### config.mk
export PLATFORM = sky130hd
export DESIGN_NAME = branch_resolve_ctrl
export DESIGN_NICKNAME = d
export VERILOG_FILES = /design/src/rtl/branch_resolve_ctrl.sv
export SDC_FILE = /design/constraint.sdc
export NUM_CORES = 1
export LEC_CHECK = 0
export ABC_CLOCK_PERIOD_IN_PS = 3500
export CAP_MARGIN = 20
export CORE_AREA = 2 2 89 91
export CTS_BUF_LIST = sky130_fd_sc_hd__clkbuf_2 sky130_fd_sc_hd__clkbuf_4 sky130_fd_sc_hd__clkbuf_8
export DETAILED_ROUTE_END_ITERATION = 16
export DIE_AREA = 0 0 91 93
export PLACE_DENSITY = 0.87
export SLEW_MARGIN = 30
export SYNTH_ARGS = -nofsm -noshare
export SYNTH_HDL_FRONTEND = slang
export SYNTH_SLANG_ARGS = --single-unit
### constraint.sdc
create_clock -name i_clk -period 3.5 [get_ports i_clk]
set_input_delay 0.7 -clock i_clk [delete_from_list [all_inputs] [get_ports i_clk]]
set_output_delay 0.7 -clock i_clk [all_outputs]
set_load 0.01 [all_outputs]
### src/rtl/branch_resolve_ctrl.sv
// Branch resolution controller for the EX stage.
// Evaluates conditional branches and jumps, issues a one-cycle PC redirect,
// and squashes IF/ID for FLUSH_CYCLES cycles after every taken redirect.
// Optional build macro: BRU_PERF_CNT_EN adds the branch/taken performance
// counters. Without it, o_br_cnt and o_taken_cnt are tied to zero.
`timescale 1ns/1ps

module branch_resolve_ctrl #(
  parameter int FLUSH_CYCLES = 2   // legal range 1..3
) (
  input  logic        i_clk,
  input  logic        i_rst,
  input  logic        i_valid,
  input  logic        i_is_branch,
  input  logic        i_is_jump,
  input  logic [2:0]  i_br_type,
  input  logic [31:0] i_rs1_data,
  input  logic [31:0] i_rs2_data,
  input  logic [31:0] i_target,
  input  logic        i_stall,
  output logic        o_br_un,
  output logic        o_redirect,
  output logic [31:0] o_redirect_pc,
  output logic        o_flush,
  output logic        o_busy,
  output logic [15:0] o_br_cnt,
  output logic [15:0] o_taken_cnt
);

  localparam logic ST_IDLE  = 1'b0;
  localparam logic ST_FLUSH = 1'b1;

  // Countdown value loaded on entry to FLUSH; the last flush cycle sees zero.
  localparam logic [1:0] FLUSH_LAST = 2'(FLUSH_CYCLES - 1);

  logic        r_state;
  logic [1:0]  r_flush_cnt;
  logic        r_redirect;
  logic [31:0] r_redirect_pc;

  logic w_equal;
  logic w_less;
  logic w_br_taken;
  logic w_taken;
  logic w_accept;
  logic w_accept_taken;

  // funct3 bit 1 distinguishes the unsigned compares (BLTU/BGEU).
  assign o_br_un = i_br_type[1];

  assign w_equal = (i_rs1_data == i_rs2_data);
  assign w_less  = o_br_un ? (i_rs1_data < i_rs2_data)
                           : ($signed(i_rs1_data) < $signed(i_rs2_data));

  // Branch condition decode; funct3 010/011 are not branch encodings.
  always_comb begin
    w_br_taken = 1'b0;
    case (i_br_type)
      3'b000:  w_br_taken = w_equal;
      3'b001:  w_br_taken = !w_equal;
      3'b100:  w_br_taken = w_less;
      3'b101:  w_br_taken = !w_less;
      3'b110:  w_br_taken = w_less;
      3'b111:  w_br_taken = !w_less;
      default: w_br_taken = 1'b0;
    endcase
  end

  // Jumps always redirect, even if the branch flag is also raised.
  assign w_taken        = i_is_jump | (i_is_branch & w_br_taken);
  assign w_accept       = (r_state == ST_IDLE) & i_valid & !i_stall
                          & (i_is_branch | i_is_jump);
  assign w_accept_taken = w_accept & w_taken;

  // Control FSM: redirect pulse, held redirect address and flush countdown.
  always_ff @(posedge i_clk) begin
    if (i_rst) begin
      r_state       <= ST_IDLE;
      r_flush_cnt   <= 2'd0;
      r_redirect    <= 1'b0;
      r_redirect_pc <= 32'h0000_0000;
    end else begin
      r_redirect <= 1'b0;
      if (r_state == ST_IDLE) begin
        if (w_accept_taken) begin
          r_state       <= ST_FLUSH;
          r_flush_cnt   <= FLUSH_LAST;
          r_redirect    <= 1'b1;
          r_redirect_pc <= {i_target[31:1], 1'b0};
        end
      end else begin
        // The countdown ignores i_stall so the squash length stays fixed.
        if (r_flush_cnt == 2'd0) begin
          r_state <= ST_IDLE;
        end else begin
          r_flush_cnt <= r_flush_cnt - 2'd1;
        end
      end
    end
  end

  assign o_redirect    = r_redirect;
  assign o_redirect_pc = r_redirect_pc;
  assign o_flush       = (r_state == ST_FLUSH);
  assign o_busy        = (r_state == ST_FLUSH);

`ifdef BRU_PERF_CNT_EN
  logic [15:0] r_br_cnt;
  logic [15:0] r_taken_cnt;

  // Performance counters; a jump that also flags branch counts only as taken.
  always_ff @(posedge i_clk) begin
    if (i_rst) begin
      r_br_cnt    <= 16'h0000;
      r_taken_cnt <= 16'h0000;
    end else begin
      if (w_accept & i_is_branch & !i_is_jump) begin
        r_br_cnt <= r_br_cnt + 16'h0001;
      end
      if (w_accept_taken) begin
        r_taken_cnt <= r_taken_cnt + 16'h0001;
      end
    end
  end

  assign o_br_cnt    = r_br_cnt;
  assign o_taken_cnt = r_taken_cnt;
`else
  assign o_br_cnt    = 16'h0000;
  assign o_taken_cnt = 16'h0000;
`endif

endmodule

==> summary.md <==
| Metric | Value |
|---|---|
| Status | `completed` |
| Number of top-level pins | `173` |
| WL met2 | `3158 um` |
| GRT Util Overall | `15.36%` |
| Unrepaired setup endpoints after global routing | `no` |
| Combinational Power Share | `31.2%` |
| Top cell type's share of synthesized area | `25.40%` |
| Worst Setup SP | `i_rs2_data[10]` |
| Top layer in use | `met4` |
| Area leader, netlist | `dfxtp_1` |
| CTS Buffer Depth | `2` |
| Hold Crit Class | `reg -> reg` |
| Die area | `8463 sq um` |
| Layout cells sized above 1 | `3.855%` |
| Clock network power share | `31.3%` |
| Syn Area/Cell | `8.987 sq um` |
| Synth top area cells | `dfxtp_1 25%, ha_1 15%, nand2b_1 14%, mux2i_1 11%, buf_4 9.5%` |
| Area Overhead vs Synth | `51.20%` |
| PnR worst setup slack | `0.3733 ns` |
| Sw Pwr | `0.3042 mW` |
| Worst r2r src | `o_busy$_SDFF_PP0_` |
| Final net count | `578` |
| Number of diodes | `0` |
| Resized cells post-CTS | `0` |
| Clk pin slew, worst setup/hold paths | `0.07 ns` |
| Slew Limit Fails | `0` |
| Int Power | `0.8477 mW` |
| Cell area after layout | `4172 sq um` |
| Startpoint types | `input port` |
| Worst vdd ir | `0.2433 mV` |
| Post-synthesis cell count | `307` |
| Post CTS Setup Buffer Count | `0` |
| First-pass GRT wire length | `10670 um` |
| CTS tree | `yes` |
| Relative slew slack | `53.15%` |
| Reg power frac | `37.4%` |
| Overall power | `1.152 mW` |
| Worst path arrival time | `3.34 ns` |
| Yosys Warn Count | `0` |
| Initial core utilization | `36.65%` |
| Dpl cell area | `4059 sq um` |
| Routability cong. | `0.7188` |
| # clock sinks | `35` |
| Slowest CP cell | `clkdlybuf4s50_1` |
| CP top delay family | `buffers and inverters` |
| CP Cell Sequence | `clkdlybuf4s50_1, inv_1, ha_1, and4_1, nor4b_4, a21bo_1, o211ai_1, a211oi_2, xnor2_1, a41oi_4, buf_12, mux2i_1` |
| Height of the chip | `93 um` |
| Htree depth | `2` |
| CTS Root Cell | `clkbuf_8` |
| Routed met3 length | `733 um` |
| WP data required | `3.71 ns` |
| Setup TNS | `0 ns` |
| Via count | `2402` |
| Post-synthesis cell area | `2759 sq um` |
| Hpwl dp | `5365 um` |
| Final setup vio count | `0` |
| Port bufs | `138` |
| Final WL | `6512 um` |
| CP Max Fanout | `35` |
| Critical hold path startpoint | `o_redirect_pc[13]$_SDFFE_PP0P_` |
| Placed Cells | `535` |
| Antenna violations before repair | `0` |
| Sw Share | `26.41%` |
| Final hold vios | `0` |
| Distinct cell type count after synthesis | `36` |
| Clk_lat worst skew | `0.28 ns` |
| Vias per cell | `4.424` |
| DRT iter0 DRCs | `31` |
| Final period util | `89.33%` |
| Hold_ws | `0.4764 ns` |
| Power Density | `276.1 nW/um^2` |
| Antenna Nets Post-Route | `0` |
| CP endpoint kind | `register` |
| Critical path class | `in -> reg` |
| Seq cells post-synth | `35` |
| Seq/Total Area, Yosys | `25.40%` |
| Pre-CTS WS | `0.009840 ns` |
| Initial DRT Pass Iterations | `4` |
| Slowest Stage Delay on Critical Path | `0.45 ns` |
| Placement Rows | `32` |
| Met1 wire length | `2544 um` |
| Final Critical Period | `3.127 ns` |
| Leakage | `1.961 nW` |
| WL/cell | `11.99 um` |
| Slew @ Worst Pin | `0.7012 ns` |
| Post-route DRC | `0` |
| Non-Filler Instances | `543` |
| Util after Layout | `55.42%` |
| CTS Buf Count | `5` |
| Max Cap Violations | `0` |
| Worst Skew | `0.005474 ns` |
| CTS Hold Bufs | `0` |
| Vias in the first global route | `2423` |
| Die Wd | `91 um` |
| Pin count of the biggest net entering global routing | `50` |
| Achievable Freq | `0.3198 GHz` |
| Core area | `7527 sq um` |
| Worst path bufs/invs | `3` |
| GRT overflow | `0` |
==> Yosys cell counts (all sizes together) <==
master   n
a21oi   13
a31oi    1
o21ai    2
nor2b    2
nor4b    2
a41oi    1
a21o     3
nor3b    1
clkbuf   6
and4     2
ha      33
nand3    5
nand2   10
xor2     1
a21bo    1
nor2     4
a221oi   2
o211ai   2
o41ai    2
nor3     2
xnor2    2
conb     1
buf     40
mux2i   31
dfxtp   35
nand2b  63
nand4    4
inv     34
a211oi   2
==> layout make-up <==
cell class                 instances  area (sq um)
timing repair buffer             140          1409
fill                             648          3356
sequential                        35         700.7
clock inverter                     3         43.79
tap                              102         127.6
clock buffer                       5         68.82
inverter                          34         127.6
multi-input combinational        224          1694
==> layer usage <==
layer  vias to the layer above  GRT usage [%]
met5                         -              0
met4                         0          4.672
met3                         6          6.527
met2                       123          27.72
met1                      1058          16.26
li1                       1215              -
==> cell usage in the layout (no fill, tap or decap), types with 10 or more instances in the layout <==
cell	count
nand2_1	10
conb_1	33
nand2b_1	63
clkdlybuf4s50_1	138
a21oi_1	12
dfxtp_1	35
ha_1	33
mux2i_1	31
inv_1	34
==> tightest hold or removal path, delay by kind of cell, from the launching register on <==
family / cells / cell delay, ns
muxes: 1 / 0.06
DFF: 1 / 0.31
and+or+nand+nor: 1 / 0.06
==> power by group through the flow <==
stage / Combinational (mW) / Clock, mW / Sequential, mW
after global placement: 0.352 / 0 / 0.439
after detailed placement: 0.361 / 0 / 0.441
after global routing: 0.397 / 0.392 / 0.434
after floorplan: 0.198 / 0 / 0.449
after CTS: 0.363 / 0.381 / 0.432
final: 0.360 / 0.361 / 0.431
==> registers in the layout, summed over array words and instances, names as in the netlist <==
signal / count
o_redirect_pc: 31
r_flush_cnt: 2
o_busy: 1
o_redirect: 1
==> logic make-up (layout without fill, tap and decap cells) <==
kind of cell | count (synthesis) | count (layout) | share of synthesized area [%]
AO/OA/AOI/OAI | 29 | 29 | 7.665
adder cells (fa/ha/maj) | 33 | 33 | 14.97
buffers and inverters | 80 | 182 | 17.96
other | 1 | 33 | 0.1359
multiplexers | 31 | 31 | 11.25
flip-flops | 35 | 35 | 25.40
XOR/XNOR | 3 | 3 | 0.9526
AND/OR/NAND/NOR | 95 | 95 | 21.68
==> worst paths after layout <==
path	to	slack [ns]	depth (start not counted)
setup / recovery	o_redirect_pc[7]$_SDFFE_PP0P_	0.37	12
hold / removal	o_redirect_pc[13]$_SDFFE_PP0P_	0.48	2
setup reg to reg	r_flush_cnt[1]$_SDFFE_PP0P_	1.42	6
hold reg to reg	o_redirect_pc[13]$_SDFFE_PP0P_	0.48	2
(Power assumes the default switching activity.)
